### src/rtl/wf68k30l_multiplier.sv
// Core opcode/size constants and the MULU/MULS shift-add multiplier.
// One partial-product bit per clock on operand magnitudes; the sign is restored at the end.
package wf68k30l_pkg;
  localparam logic [6:0] MULS = 7'd52;
  localparam logic [6:0] MULU = 7'd53;
  localparam logic [1:0] BYTE = 2'b00;
  localparam logic [1:0] WORD = 2'b01;
  localparam logic [1:0] LONG = 2'b10;
endpackage

module wf68k30l_multiplier
  import wf68k30l_pkg::*;
(
  input  logic        CLK,
  input  logic        RESET_N,
  input  logic [6:0]  OP,
  input  logic [6:0]  OP_IN,
  input  logic [1:0]  OP_SIZE,
  input  logic        ALU_INIT,
  input  logic [15:0] BIW_1,
  input  logic [31:0] OP1,
  input  logic [31:0] OP2,
  output logic [31:0] PRODUCT_HI,
  output logic [31:0] PRODUCT_LO,
  output logic        VFLAG_MUL,
  output logic        MUL_RDY
);

  typedef enum logic [1:0] {
    MUL_IDLE,
    MUL_INIT,
    MUL_CALC
  } t_mul_state;

  t_mul_state  r_state;
  t_mul_state  w_state_next;

  logic        r_neg,    w_neg_next;
  logic        r_signed, w_signed_next;
  logic        r_long,   w_long_next;
  logic        r_long64, w_long64_next;
  logic [5:0]  r_cnt,    w_cnt_next;
  logic [63:0] r_acc,    w_acc_next;
  logic [63:0] r_mcand,  w_mcand_next;
  logic [31:0] r_mplier, w_mplier_next;
  logic [31:0] r_prod_hi, w_prod_hi_next;
  logic [31:0] r_prod_lo, w_prod_lo_next;
  logic        r_vflag,  w_vflag_next;
  logic        r_rdy,    w_rdy_next;

  logic        w_is_signed;
  logic        w_is_long;
  logic [31:0] w_op1_ext;
  logic [31:0] w_op2_ext;
  logic [31:0] w_op1_mag;
  logic [31:0] w_op2_mag;
  logic [63:0] w_acc_sum;
  logic [63:0] w_result;
  logic        w_vflag;
  logic        w_start;
  logic        w_unused;

  assign w_unused    = ^{BIW_1[15:11], BIW_1[9:0]};
  assign w_start     = ALU_INIT && ((OP_IN == MULS) || (OP_IN == MULU));
  assign w_is_signed = (OP == MULS);
  assign w_is_long   = (OP_SIZE == LONG);

  assign w_op1_ext = w_is_long   ? OP1 :
                     w_is_signed ? {{16{OP1[15]}}, OP1[15:0]} : {16'h0000, OP1[15:0]};
  assign w_op2_ext = w_is_long   ? OP2 :
                     w_is_signed ? {{16{OP2[15]}}, OP2[15:0]} : {16'h0000, OP2[15:0]};

  // 32'h8000_0000 negates to itself, which read unsigned is exactly 2^31.
  assign w_op1_mag = (w_is_signed && w_op1_ext[31]) ? (~w_op1_ext + 32'd1) : w_op1_ext;
  assign w_op2_mag = (w_is_signed && w_op2_ext[31]) ? (~w_op2_ext + 32'd1) : w_op2_ext;

  assign w_acc_sum = r_acc + (r_mplier[0] ? r_mcand : 64'h0);
  assign w_result  = r_neg ? (~w_acc_sum + 64'd1) : w_acc_sum;

  // Only the 32-bit long form can overflow; the result must fit Dl alone.
  assign w_vflag = r_long && !r_long64 &&
                   (r_signed ? (w_result[63:32] != {32{w_result[31]}})
                             : (w_result[63:32] != 32'h0));

  always_comb begin
    w_state_next   = r_state;
    w_neg_next     = r_neg;
    w_signed_next  = r_signed;
    w_long_next    = r_long;
    w_long64_next  = r_long64;
    w_cnt_next     = r_cnt;
    w_acc_next     = r_acc;
    w_mcand_next   = r_mcand;
    w_mplier_next  = r_mplier;
    w_prod_hi_next = r_prod_hi;
    w_prod_lo_next = r_prod_lo;
    w_vflag_next   = r_vflag;
    w_rdy_next     = 1'b0;
    case (r_state)
      MUL_IDLE: begin
        if (w_start) begin
          w_state_next = MUL_INIT;
        end
      end
      MUL_INIT: begin
        w_signed_next = w_is_signed;
        w_long_next   = w_is_long;
        w_long64_next = BIW_1[10];
        w_neg_next    = w_is_signed && (w_op1_ext[31] ^ w_op2_ext[31]);
        if ((w_op1_mag == 32'h0) || (w_op2_mag == 32'h0)) begin
          w_prod_hi_next = 32'h0;
          w_prod_lo_next = 32'h0;
          w_vflag_next   = 1'b0;
          w_rdy_next     = 1'b1;
          w_state_next   = MUL_IDLE;
        end else begin
          w_cnt_next    = w_is_long ? 6'd32 : 6'd16;
          w_acc_next    = 64'h0;
          w_mcand_next  = {32'h0, w_op2_mag};
          w_mplier_next = w_op1_mag;
          w_state_next  = MUL_CALC;
        end
      end
      MUL_CALC: begin
        w_acc_next    = w_acc_sum;
        w_mcand_next  = {r_mcand[62:0], 1'b0};
        w_mplier_next = {1'b0, r_mplier[31:1]};
        w_cnt_next    = r_cnt - 6'd1;
        if (r_cnt == 6'd1) begin
          w_prod_hi_next = w_result[63:32];
          w_prod_lo_next = w_result[31:0];
          w_vflag_next   = w_vflag;
          w_rdy_next     = 1'b1;
          w_state_next   = MUL_IDLE;
        end
      end
      default: begin
        w_state_next = MUL_IDLE;
      end
    endcase
  end

  always_ff @(posedge CLK) begin
    if (!RESET_N) begin
      r_state   <= MUL_IDLE;
      r_neg     <= 1'b0;
      r_signed  <= 1'b0;
      r_long    <= 1'b0;
      r_long64  <= 1'b0;
      r_cnt     <= 6'd0;
      r_acc     <= 64'h0;
      r_mcand   <= 64'h0;
      r_mplier  <= 32'h0;
      r_prod_hi <= 32'h0;
      r_prod_lo <= 32'h0;
      r_vflag   <= 1'b0;
      r_rdy     <= 1'b0;
    end else begin
      r_state   <= w_state_next;
      r_neg     <= w_neg_next;
      r_signed  <= w_signed_next;
      r_long    <= w_long_next;
      r_long64  <= w_long64_next;
      r_cnt     <= w_cnt_next;
      r_acc     <= w_acc_next;
      r_mcand   <= w_mcand_next;
      r_mplier  <= w_mplier_next;
      r_prod_hi <= w_prod_hi_next;
      r_prod_lo <= w_prod_lo_next;
      r_vflag   <= w_vflag_next;
      r_rdy     <= w_rdy_next;
    end
  end

  assign PRODUCT_HI = r_prod_hi;
  assign PRODUCT_LO = r_prod_lo;
  assign VFLAG_MUL  = r_vflag;
  assign MUL_RDY    = r_rdy;

endmodule
### config.mk
export PLATFORM = sky130hd
export DESIGN_NAME = wf68k30l_multiplier
export DESIGN_NICKNAME = d
export VERILOG_FILES = /design/src/rtl/wf68k30l_multiplier.sv
export SDC_FILE = /design/constraint.sdc
export NUM_CORES = 1
export LEC_CHECK = 0
export BUFFER_PORTS_ARGS = -buffer_cell sky130_fd_sc_hd__buf_2
export CORE_AREA = 2 2 256 258
export CTS_CLUSTER_SIZE = 10
export DETAILED_ROUTE_END_ITERATION = 12
export DIE_AREA = 0 0 258 260
export PLACE_DENSITY = 0.53
export SLEW_MARGIN = 20
export SYNTH_ARGS = -nofsm -noshare
export SYNTH_HDL_FRONTEND = slang
export SYNTH_SLANG_ARGS = --single-unit
### constraint.sdc
create_clock -name CLK -period 10 [get_ports CLK]
set_input_delay 1 -clock CLK [delete_from_list [all_inputs] [get_ports CLK]]
set_output_delay 1 -clock CLK [all_outputs]
set_load 0.02 [all_outputs]
==> impl_metrics.py, run 1 <==
metrics = {
    "setup_path": {
        "worstPathMaxFanout": 38,
        "critPathLaunch": "r_mplier[0]",
        "critical_path.cell_chain": "buf_4, and2_1, ha_1, nand2_1, nor3_1, nand2_1, o211ai_1, xor2_1, a2111oi_0, or4b_1, nor4_4, nand4_1, or3_1, o21a_1, o32ai_1, nor4b_1, o2111ai_1, mux2i_1, o31ai_1",
        "slowest_delay_ns": 0.81,
        "path_common_cell": "nand2_1",
        "cpMaxStageDelayCell": "or4b_1",
        "cp.required_ns": 10.45,
        "crit_buf_inv": 1,
        "start_kind": "register",
        "crit_type": "register to register",
        "crit_arrival_ns": 7.92,
        "path_delay_family": "simple AND/OR/NAND/NOR gates",
        "cp-end-kind": "register",
        "rr_startpoint": "r_mplier[0]",
    },
    "logic_synthesis": {
        "synth_cell_types": 94,
        "synthCells": 2568,
        "synth_ff_type": "dfxtp_1",
        "syn_nets": 2740,
        "synth-warning-count": 0,
        "synth-async-reset-ratio_pct": 0,
        "synthesis.area_sq_um": 19100,
        "yosysSeqAreaShare_pct": 24.95,
        "synth_edf_count": 0,
        "synth.ff_latch_count": 238,
        "syn_area_per_cell_sq_um": 7.437,
    },
    "routing": {
        "firstDrtPassIters": 5,
        "wl_mm": 68.29,
        "drtIter0Drc": 1557,
        "drc_errors": 0,
        "viasPerCell": 5.555,
        "ant_nets": 0,
        "routed-via-count": 19194,
        "wl_per_cell_microns": 19.76,
    },
    "sta": {
        "finalMaxSlewViolations": 0,
        "fin_crit_ns": 7.475,
        "rsz0062_at_grt": "false",
        "finalClockSkew_ns": 0.03380,
        "hold_viol_final": 0,
        "worst_pin_slew_ns": 1.038,
        "finalCritPeriodShare_pct": 74.75,
        "finalSetupTns_ns": 0,
        "setup_viol": 0,
        "whs_ns": 0.4505,
        "timing.fmax_mhz": 133.8,
        "slew-limit-headroom_pct": 30.77,
    },
    "run": {
        "cap_violations": 0,
    },
    "place": {
        "dp_cells": 3414,
        "portBuffers": 148,
        "place.gp.congestion": 0.9564,
        "dp_hpwl_mm": 52.78,
    },
    "clock_network": {
        "post_cts_resized": 0,
        "clkSlewWorstSetupHoldPaths_ns": 0.06,
        "cts_sinks": 238,
        "cts_tree": "done",
        "htree_levels": 1,
        "clock_latency_ns": 0.59,
        "cts_buffer_depth": 3,
        "cts_buffers": 29,
        "cts-root-buf": "clkbuf_16",
        "hold_buffers": 0,
        "cts_setup_buffers": 0,
    },
    "power": {
        "power_frac_comb_pct": 5.3,
        "p_sw_uw": 474.2,
        "pwr-share-clk_pct": 47.4,
        "pwr_density_cell_nw_per_um2": 94.64,
        "leakage_uw": 0.008211,
        "sw_frac_of_total_pct": 23.57,
        "p_int_uw": 1538,
        "ir_drop_mv": 0.1089,
        "pwr-share-seq_pct": 47.3,
    },
    "grt": {
        "track_usage_pct": 19.52,
        "grt_remaining_overflow": 0,
        "grt_pass1_wl_mm": 105.2,
        "grt_pass1_vias": 18092,
        "antenna_found_initial": 0,
        "grt_max_degree": 157,
    },
    "die": {
        "io_pins": 165,
        "core-area_sq_um": 64120,
        "core.rowCount": 93,
        "die_width_microns": 258,
        "initial_utilization_pct": 29.79,
        "dieArea_sq_um": 67080,
        "die_y_microns": 260,
    },
    "min_path": {
        "hp-start": "r_mplier[28]",
        "worst_hold_path_type": "register to register",
    },
    "finish": {
        "finalNonFillerCells": 3455,
        "insertedDiodeCount": 0,
        "fillers": 6829,
        "final-seq-area_sq_um": 4766,
        "finalNetCount": 2762,
        "area_growth_pct": 11.30,
        "drive_above_1_share_pct": 10.46,
        "multi_input_area_sq_um": 13510,
    },
    "outcome": {
        "outcome": "finished clean",
    },
}
[worst paths after layout]
check                                     to  depth (start not counted)  slack, ns
worst min register to register  r_mplier[28]                          2       0.45
worst min-delay path            r_mplier[28]                          2       0.45
worst max register to register     VFLAG_MUL                         19       2.52
worst max-delay path               VFLAG_MUL                         19       2.52
[routing by layer]
metal / GRT usage [%] / share of wire (%) / up-vias
met5: 0 / 0 / -
met4: 5.138 / 2.4 / 0
met3: 3.353 / 6.4 / 82
met2: 31.95 / 45 / 564
met1: 26.44 / 46 / 9149
li1: - / - / 9399
[stage by stage]
stage	total power, uW	worst slack (ns)	utilization, %	area (sq um)
2_1_floorplan	1036	4.192	-	19100
3_3_place_gp	1077	2.490	31.85	20420
3_5_place_dp	1079	2.470	31.85	20420
4_1_cts	2041	2.466	33.13	21240
5_1_grt	2086	1.923	33.15	21260
6_report	2012	2.525	33.15	21260
[Yosys cell counts (56+ instances only)]
cell	instances	area [sq um]
nand2_1	321	1205
dfxtp_1	238	4765
a21oi_1	157	785.8
nor2_1	153	574.3
clkbuf_1	139	521.8
o21ai_0	139	695.7
nor2b_1	132	825.8
a22oi_1	108	810.8
and2_1	102	638.1
xnor2_1	99	867.1
ha_1	72	900.9
nand3_1	71	355.3
xor2_1	58	508.0
nand4_1	56	350.3
[worst reg2reg max path: cells and delay by family, from the launching register on]
kind	cells	cell delay, ns
AO/OA/AOI/OAI	6	1.80
adder cells (fa/ha/maj)	1	0.40
AND/OR/NAND/NOR	9	3.48
multiplexers	1	0.27
XOR/XNOR	1	0.23
flip-flops	1	0.74
buffers and inverters	1	0.45
[cell families after synthesis]
| family | after synthesis | share of synthesized area, % |
|---|---|---|
| fa+ha+maj | 73 | 4.822 |
| compound gates | 803 | 29.06 |
| buf+inv | 223 | 4.632 |
| simple gates | 1050 | 28.07 |
| mux | 24 | 1.271 |
| xor+xnor | 157 | 7.200 |
| flops | 238 | 24.95 |
[flip-flops by register name (all words and copies together), names as in the netlist, 2 cells and up]
register	flops
PRODUCT_HI	32
PRODUCT_LO	32
r_acc	64
r_cnt	6
r_mcand	64
r_mplier	32
r_state	2
[cells in the final DEF (no fill, tap or decap), drive strengths merged, types with 37 or more instances in the layout]
cell | synthesis | routed
nor2 | 153 | 153
a21oi | 162 | 162
inv | 42 | 43
nor3 | 55 | 55
a21boi | 69 | 69
nand3 | 71 | 71
o21ai | 159 | 159
clkbuf | 139 | 37
xor2 | 58 | 58
nor2b | 132 | 132
a22oi | 108 | 108
ha | 72 | 72
buf | 42 | 172
dfxtp | 238 | 238
nand4 | 56 | 56
nand2 | 322 | 322
o31ai | 38 | 38
xnor2 | 99 | 99
and2 | 103 | 103
[power by group through the flow]
stage / Sequential [uW] / Clock, uW / Combinational [uW]
floorplan: 972 / 0 / 64.2
global placement: 972 / 0 / 105
detailed placement: 972 / 0 / 107
CTS: 952 / 982 / 107
global route: 951 / 1020 / 118
finish: 952 / 953 / 107
[layout make-up]
| type | instances | area share (%) |
|---|---|---|
| clock buffers | 37 | 3.697 |
| clock inverters | 4 | 0.1766 |
| inverters | 42 | 0.7417 |
| multi-input cells | 2107 | 63.57 |
| flip-flops and latches | 238 | 22.42 |
| well taps | 855 | 5.033 |
| repair buffers | 172 | 4.362 |
No activity file was read; power rests on OpenSTA's default activity.
==> inputs of run 2 (changes only) <==
- PLACE_DENSITY: 0.53 -> 0.55
- clock period: 10 -> 6.5 ns (I/O delays scaled with it)
==> run 2 against run 1 <==
  * Core utilization rose by 1.2 points
  * Clock power rose by 56%
  * Final cell count increased by 2.5%
  * Die area unchanged
  * Via count up 0.44%
  * Count of clock-buffer cells in the layout down 4
  * Setup slack worse by 2.2 ns
  * Critical endpoint unchanged
  * Power grew 55%
  * Critical path depth did not move
==> impl_metrics.py, run 2 (same netlist as run 1, synthesis figures left out) <==
metrics = {
    "clock_network": {
        "htree_levels": 1,
        "cts_tree": "done",
        "cts_buffers": 29,
        "cts-root-buf": "clkbuf_16",
        "hold_buffers": 0,
        "cts_buffer_depth": 3,
        "cts_sinks": 238,
        "clkSlewWorstSetupHoldPaths_ns": 0.06,
        "clock_latency_ns": 0.58,
    },
    "setup_path": {
        "crit_type": "register to register",
        "crit_arrival_ns": 6.66,
        "cp.required_ns": 6.95,
        "cp-end-kind": "register",
        "start_kind": "register",
        "rr_worst_depth": 19,
        "worstPathMaxFanout": 18,
    },
    "die": {
        "initial_utilization_pct": 29.79,
        "die_y_microns": 260,
        "io_pins": 165,
        "dieArea_sq_um": 67080,
        "core.rowCount": 93,
        "core-area_sq_um": 64120,
        "die_width_microns": 258,
    },
    "routing": {
        "viasPerCell": 5.446,
        "firstDrtPassIters": 5,
        "wl_mm": 66.78,
        "wl_per_cell_microns": 18.86,
        "ant_nets": 0,
        "drc_errors": 0,
        "routed-via-count": 19279,
        "drtIter0Drc": 1526,
    },
    "sta": {
        "timing.fmax_mhz": 161.1,
        "finalSetupTns_ns": 0,
        "finalClockSkew_ns": 0.01460,
        "worst_pin_slew_ns": 1.026,
        "finalCritPeriodShare_pct": 95.48,
        "rsz0062_at_grt": "false",
        "hold_viol_final": 0,
        "setup_viol": 0,
        "fin_crit_ns": 6.206,
        "finalMaxSlewViolations": 0,
        "slew-limit-headroom_pct": 31.61,
    },
    "place": {
        "dp_hpwl_mm": 51.30,
        "portBuffers": 148,
        "dp_cells": 3497,
        "place.gp.congestion": 0.9954,
    },
    "power": {
        "sw_frac_of_total_pct": 23.89,
        "leakage_uw": 0.008655,
        "pwr-share-seq_pct": 47.0,
        "power_frac_comb_pct": 5.3,
        "p_int_uw": 2370,
        "pwr-share-clk_pct": 47.7,
        "ir_drop_mv": 0.1577,
        "p_sw_uw": 743.8,
        "pwr_density_cell_nw_per_um2": 141.3,
    },
    "run": {
        "cap_violations": 0,
    },
    "finish": {
        "finalNetCount": 2850,
        "final_common_cell": "nand2_1",
        "drive_above_1_share_pct": 13.97,
        "reg_top3": "r_acc x64, r_mcand x64",
        "finalNonFillerCells": 3540,
        "area_growth_pct": 15.35,
        "insertedDiodeCount": 0,
        "layout_common_cells": "320 x nand2_1, 236 x dfxtp_1, 153 x nor2_1, 152 x a21oi_1, 147 x buf_2",
    },
    "outcome": {
        "outcome": "finished clean",
    },
    "min_path": {
        "worst_hold_path_type": "input pin to register",
        "whs_path_depth": 3,
    },
    "grt": {
        "grt_pass1_vias": 17837,
        "grt_max_degree": 139,
        "grt_remaining_overflow": 0,
        "track_usage_pct": 19.26,
        "antenna_found_initial": 0,
        "grt_pass1_wl_mm": 104.4,
    },
}
-- run 2: path summary, 6_finish.rpt --
| kind | from | endpoint | slack (ns) |
|---|---|---|---|
| min | BIW_1[10] | r_long64 | 0.38 |
| max reg2reg | r_mplier[0] | VFLAG_MUL | 0.29 |
| max | r_mplier[0] | VFLAG_MUL | 0.29 |
| min reg2reg | r_mplier[2] | r_mplier[2] | 0.45 |
-- run 2: repair_timing --
item,4_1_cts,5_1_grt
setup endpoints to repair,0,1
setup buffers,0,5
gates resized for setup,0,16
-- run 2: per-layer routing --
| metal | track usage (%) | share of wire, % | vias to the layer above |
|---|---|---|---|
| met3 | 2.066 | 5.3 | 72 |
| met5 | 0 | 0 | - |
| met1 | 27.00 | 47 | 9089 |
| met4 | 5.315 | 2.6 | 0 |
| met2 | 31.24 | 45 | 536 |
| li1 | - | - | 9582 |
-- run 2: power groups by stage --
stage | clock (uW) | combinational (uW) | sequential, uW
detailed placement | 0 | 165 | 1500
CTS | 1530 | 165 | 1460
global route | 1580 | 183 | 1460
finish | 1490 | 165 | 1460
global placement | 0 | 165 | 1500
floorplan | 0 | 98.8 | 1490
-- run 2: cell type report --
type	instances	area, sq um
Timing Repair Buffer	260	1625
Inverter	42	157.7
Sequential cell	238	4767
Multi-Input combinational cell	2107	13590
Fill cell	6868	42090
Tap cell	855	1070
Clock inverter	5	42.54
Clock buffer	33	780.7
-- run 2: stage by stage --
stage / setup slack (ns) / power (uW) / hold WS, ns / cell area (sq um) / utilization, %
4_1_cts: 0.1835 / 3161 / 0.3571 / 21910 / 34.17
3_3_place_gp: 0.3127 / 1661 / 0.4387 / 21080 / 32.88
5_1_grt: 0.002423 / 3230 / 0.3860 / 22030 / 34.36
2_1_floorplan: 0.6919 / 1594 / 0.4310 / 19100 / -
6_report: 0.2937 / 3114 / 0.3840 / 22030 / 34.36
3_5_place_dp: 0.2060 / 1661 / 0.4437 / 21080 / 32.88
-- run 2: worst max-delay path: stages (launching register included) --
cell and delay (ns):
dfxtp_2 0.37, buf_4 0.20, and2_1 0.23, ha_1 0.34, a21oi_1 0.34, o21ai_0 0.31, a21o_1 0.30, o2111a_1 0.31
nor3_1 0.33, xnor2_1 0.21, or4_1 0.60, or4_1 0.51, o41ai_1 0.44, xor2_1 0.31, o221ai_2 0.17, a2111oi_2 0.44
nor2b_1 0.18, o2111ai_1 0.11, mux2i_1 0.26, o31ai_1 0.11
==> inputs of run 3 (changes only) <==
--- a/config.mk
+++ b/config.mk
@@ -7,9 +7,12 @@
 export LEC_CHECK = 0
 export BUFFER_PORTS_ARGS = -buffer_cell sky130_fd_sc_hd__buf_2
+export CAP_MARGIN = 25
+export CELL_PAD_IN_SITES_DETAIL_PLACEMENT = 0
+export CELL_PAD_IN_SITES_GLOBAL_PLACEMENT = 2
 export CORE_AREA = 2 2 256 258
 export CTS_CLUSTER_SIZE = 10
 export DETAILED_ROUTE_END_ITERATION = 12
 export DIE_AREA = 0 0 258 260
-export PLACE_DENSITY = 0.55
+export PLACE_DENSITY = 0.81
 export SLEW_MARGIN = 20
 export SYNTH_ARGS = -nofsm -noshare
==> constraint.sdc (replaced) <==
create_clock -name CLK -period 6.5 [get_ports CLK]
set_input_delay 0.325 -clock CLK [delete_from_list [all_inputs] [get_ports CLK]]
set_output_delay 0.325 -clock CLK [all_outputs]
set_load 0.02 [all_outputs]
==> run 3 against run 2 <==
  * Fmax up 0.35%
  * First-iteration DRC count up 6.7%
  * Highest routed layer unchanged
  * Largest power group unchanged
  * Hold slack worse by 0.28 ns
  * Global-route usage up 1.0 points
==> impl_metrics.py, run 3 (same netlist as run 1, synthesis figures left out) <==
metrics = {
    "grt": {
        "grt_remaining_overflow": 0,
        "antenna_found_initial": 2,
        "grt_pass1_vias": 18926,
        "grt_max_degree": 111,
        "grt_pass1_wl_mm": 109.8,
        "track_usage_pct": 20.31,
    },
    "setup_path": {
        "rr_startpoint": "r_mplier[0]",
        "rr_worst_depth": 19,
        "crit_type": "register to register",
        "cp-end-kind": "register",
        "worstPathMaxFanout": 12,
        "cp.required_ns": 6.94,
        "start_kind": "register",
        "crit_arrival_ns": 6.62,
        "rrSetupSlack_ns": 0.32,
        "r2r-end": "VFLAG_MUL",
    },
    "die": {
        "dieArea_sq_um": 67080,
        "die_y_microns": 260,
        "die_width_microns": 258,
        "core.rowCount": 93,
        "io_pins": 165,
        "core-area_sq_um": 64120,
        "initial_utilization_pct": 29.79,
    },
    "routing": {
        "firstDrtPassIters": 5,
        "drc_errors": 0,
        "wl_per_cell_microns": 20.11,
        "wl_mm": 70.79,
        "ant_nets": 0,
        "viasPerCell": 5.579,
        "routed-via-count": 19639,
        "drtIter0Drc": 1629,
    },
    "sta": {
        "whs_ns": 0.1028,
        "finalClockSkew_ns": 0.03704,
        "worst_slack_ns": 0.3154,
        "finalCritPeriodShare_pct": 95.15,
        "slew-limit-headroom_pct": 38.37,
        "setup_viol": 0,
        "rsz0062_at_grt": "false",
        "finalSetupTns_ns": 0,
        "timing.fmax_mhz": 161.7,
        "hold_viol_final": 0,
        "fin_crit_ns": 6.185,
        "finalMaxSlewViolations": 0,
        "worst_pin_slew_ns": 0.9245,
    },
    "place": {
        "place.gp.congestion": 0.9541,
        "dpl-instance-area_sq_um": 20920,
        "dp_cells": 3477,
        "dp_hpwl_mm": 54.52,
        "portBuffers": 148,
        "preCtsSetupSlack_ns": 0.1032,
    },
    "clock_network": {
        "htree_levels": 1,
        "cts_setup_buffers": 0,
        "clkSlewWorstSetupHoldPaths_ns": 0.06,
        "cts_buffer_depth": 3,
        "cts_buffers": 29,
        "cts-root-buf": "clkbuf_16",
        "clock_latency_ns": 0.58,
        "cts_sinks": 238,
        "cts_tree": "done",
    },
    "finish": {
        "finalNetCount": 2826,
        "final_common_cell": "nand2_1",
        "fillers": 6897,
        "multi_input_area_sq_um": 13540,
        "finalNonFillerCells": 3520,
        "reg_top3": "r_acc x64, r_mcand x64",
        "drive_above_1_share_pct": 12.76,
        "fin_area_sq_um": 21790,
        "layout_common_cells": "320 x nand2_1, 237 x dfxtp_1, 155 x a21oi_1, 153 x nor2_1, 147 x buf_2",
        "insertedDiodeCount": 0,
        "area_growth_pct": 14.09,
        "final-seq-area_sq_um": 4766,
    },
    "power": {
        "pwr_density_cell_nw_per_um2": 143.3,
        "leakage_uw": 0.008542,
        "ir_drop_mv": 0.1900,
    },
    "min_path": {
        "hp-start": "BIW_1[10]",
        "hold_end": "r_long64",
        "whs_path_depth": 3,
        "worst_hold_path_type": "input pin to register",
    },
    "run": {
        "cap_violations": 0,
    },
    "outcome": {
        "outcome": "finished clean",
    },
}
run 3: cell count changes in the layout (fill, tap and decap cells not counted), moves of 2 or more:
cell	change
o2111ai_1	+2
a211oi_2	-2
a21oi_2	-2
buf_4	-24
a211oi_1	+2
a21oi_1	+3
o2111ai_2	-2
clkbuf_1	+5
run 3: critical path, stage by stage, from the launching register on:
cell and delay, ns:
dfxtp_1 0.39, buf_4 0.21, and2_1 0.16, ha_1 0.33, buf_4 0.20, a21oi_2 0.23
o21ai_1 0.23, or3_1 0.41, a22o_1 0.24, or4_1 0.62, or4_1 0.55, or4_4 0.49
or2_1 0.34, o41ai_1 0.34, xor2_1 0.33, nand4_1 0.22, nor4b_1 0.33, o2111ai_1 0.16
mux2i_1 0.19, o31ai_1 0.09
run 3: metrics by stage:
| step | total power, uW | util [%] |
|---|---|---|
| after CTS | 3160 | 33.91 |
| after detailed placement | 1664 | 32.63 |
| after global placement | 1661 | 32.63 |
| after floorplan | 1594 | - |
| after global routing | 3232 | 33.99 |
| final | 3121 | 33.99 |
run 3: cell type report:
| class | count | share of cell area (%) |
|---|---|---|
| multi-input combinational | 2107 | 62.12 |
| sequential | 238 | 21.87 |
| timing repair buffer | 236 | 6.592 |
| tap | 855 | 4.910 |
| clock buffer | 38 | 3.669 |
| inverter | 42 | 0.7235 |
| clock inverter | 4 | 0.1091 |
run 3: power by group:
group	total, uW	internal [uW]	leakage [uW]	switching [uW]
clock	1490	844	0.000408	645
combinational	169	68.5	0.00622	100
sequential	1460	1460	0.00192	2.36
total	3120	2370	0.00854	747
run 3: what timing repair did:
action | 4_1_cts | 5_1_grt
gates resized for setup | 0 | 7
hold buffers | 0 | 0
endpoints found under the setup margin | 0 | 1
run 3: worst max-delay path by stage:
stage / from / endpoint / slack, ns
floorplan: r_mplier[0] / VFLAG_MUL / 0.69
detailed placement: r_mplier[0] / VFLAG_MUL / 0.10
finish: r_mplier[0] / VFLAG_MUL / 0.32
global route: r_mplier[0] / VFLAG_MUL / 0.00002
CTS: r_mplier[0] / VFLAG_MUL / 0.1
global placement: r_mplier[0] / VFLAG_MUL / 0.20
run 3: per-layer routing:
layer / track usage [%] / share of wire (%) / vias to the layer above
met5: 0 / 0 / -
met1: 27.65 / 46 / 9449
met2: 33.83 / 46 / 590
met3: 2.203 / 5.4 / 91
li1: - / - / 9509
met4: 5.812 / 2.7 / 0
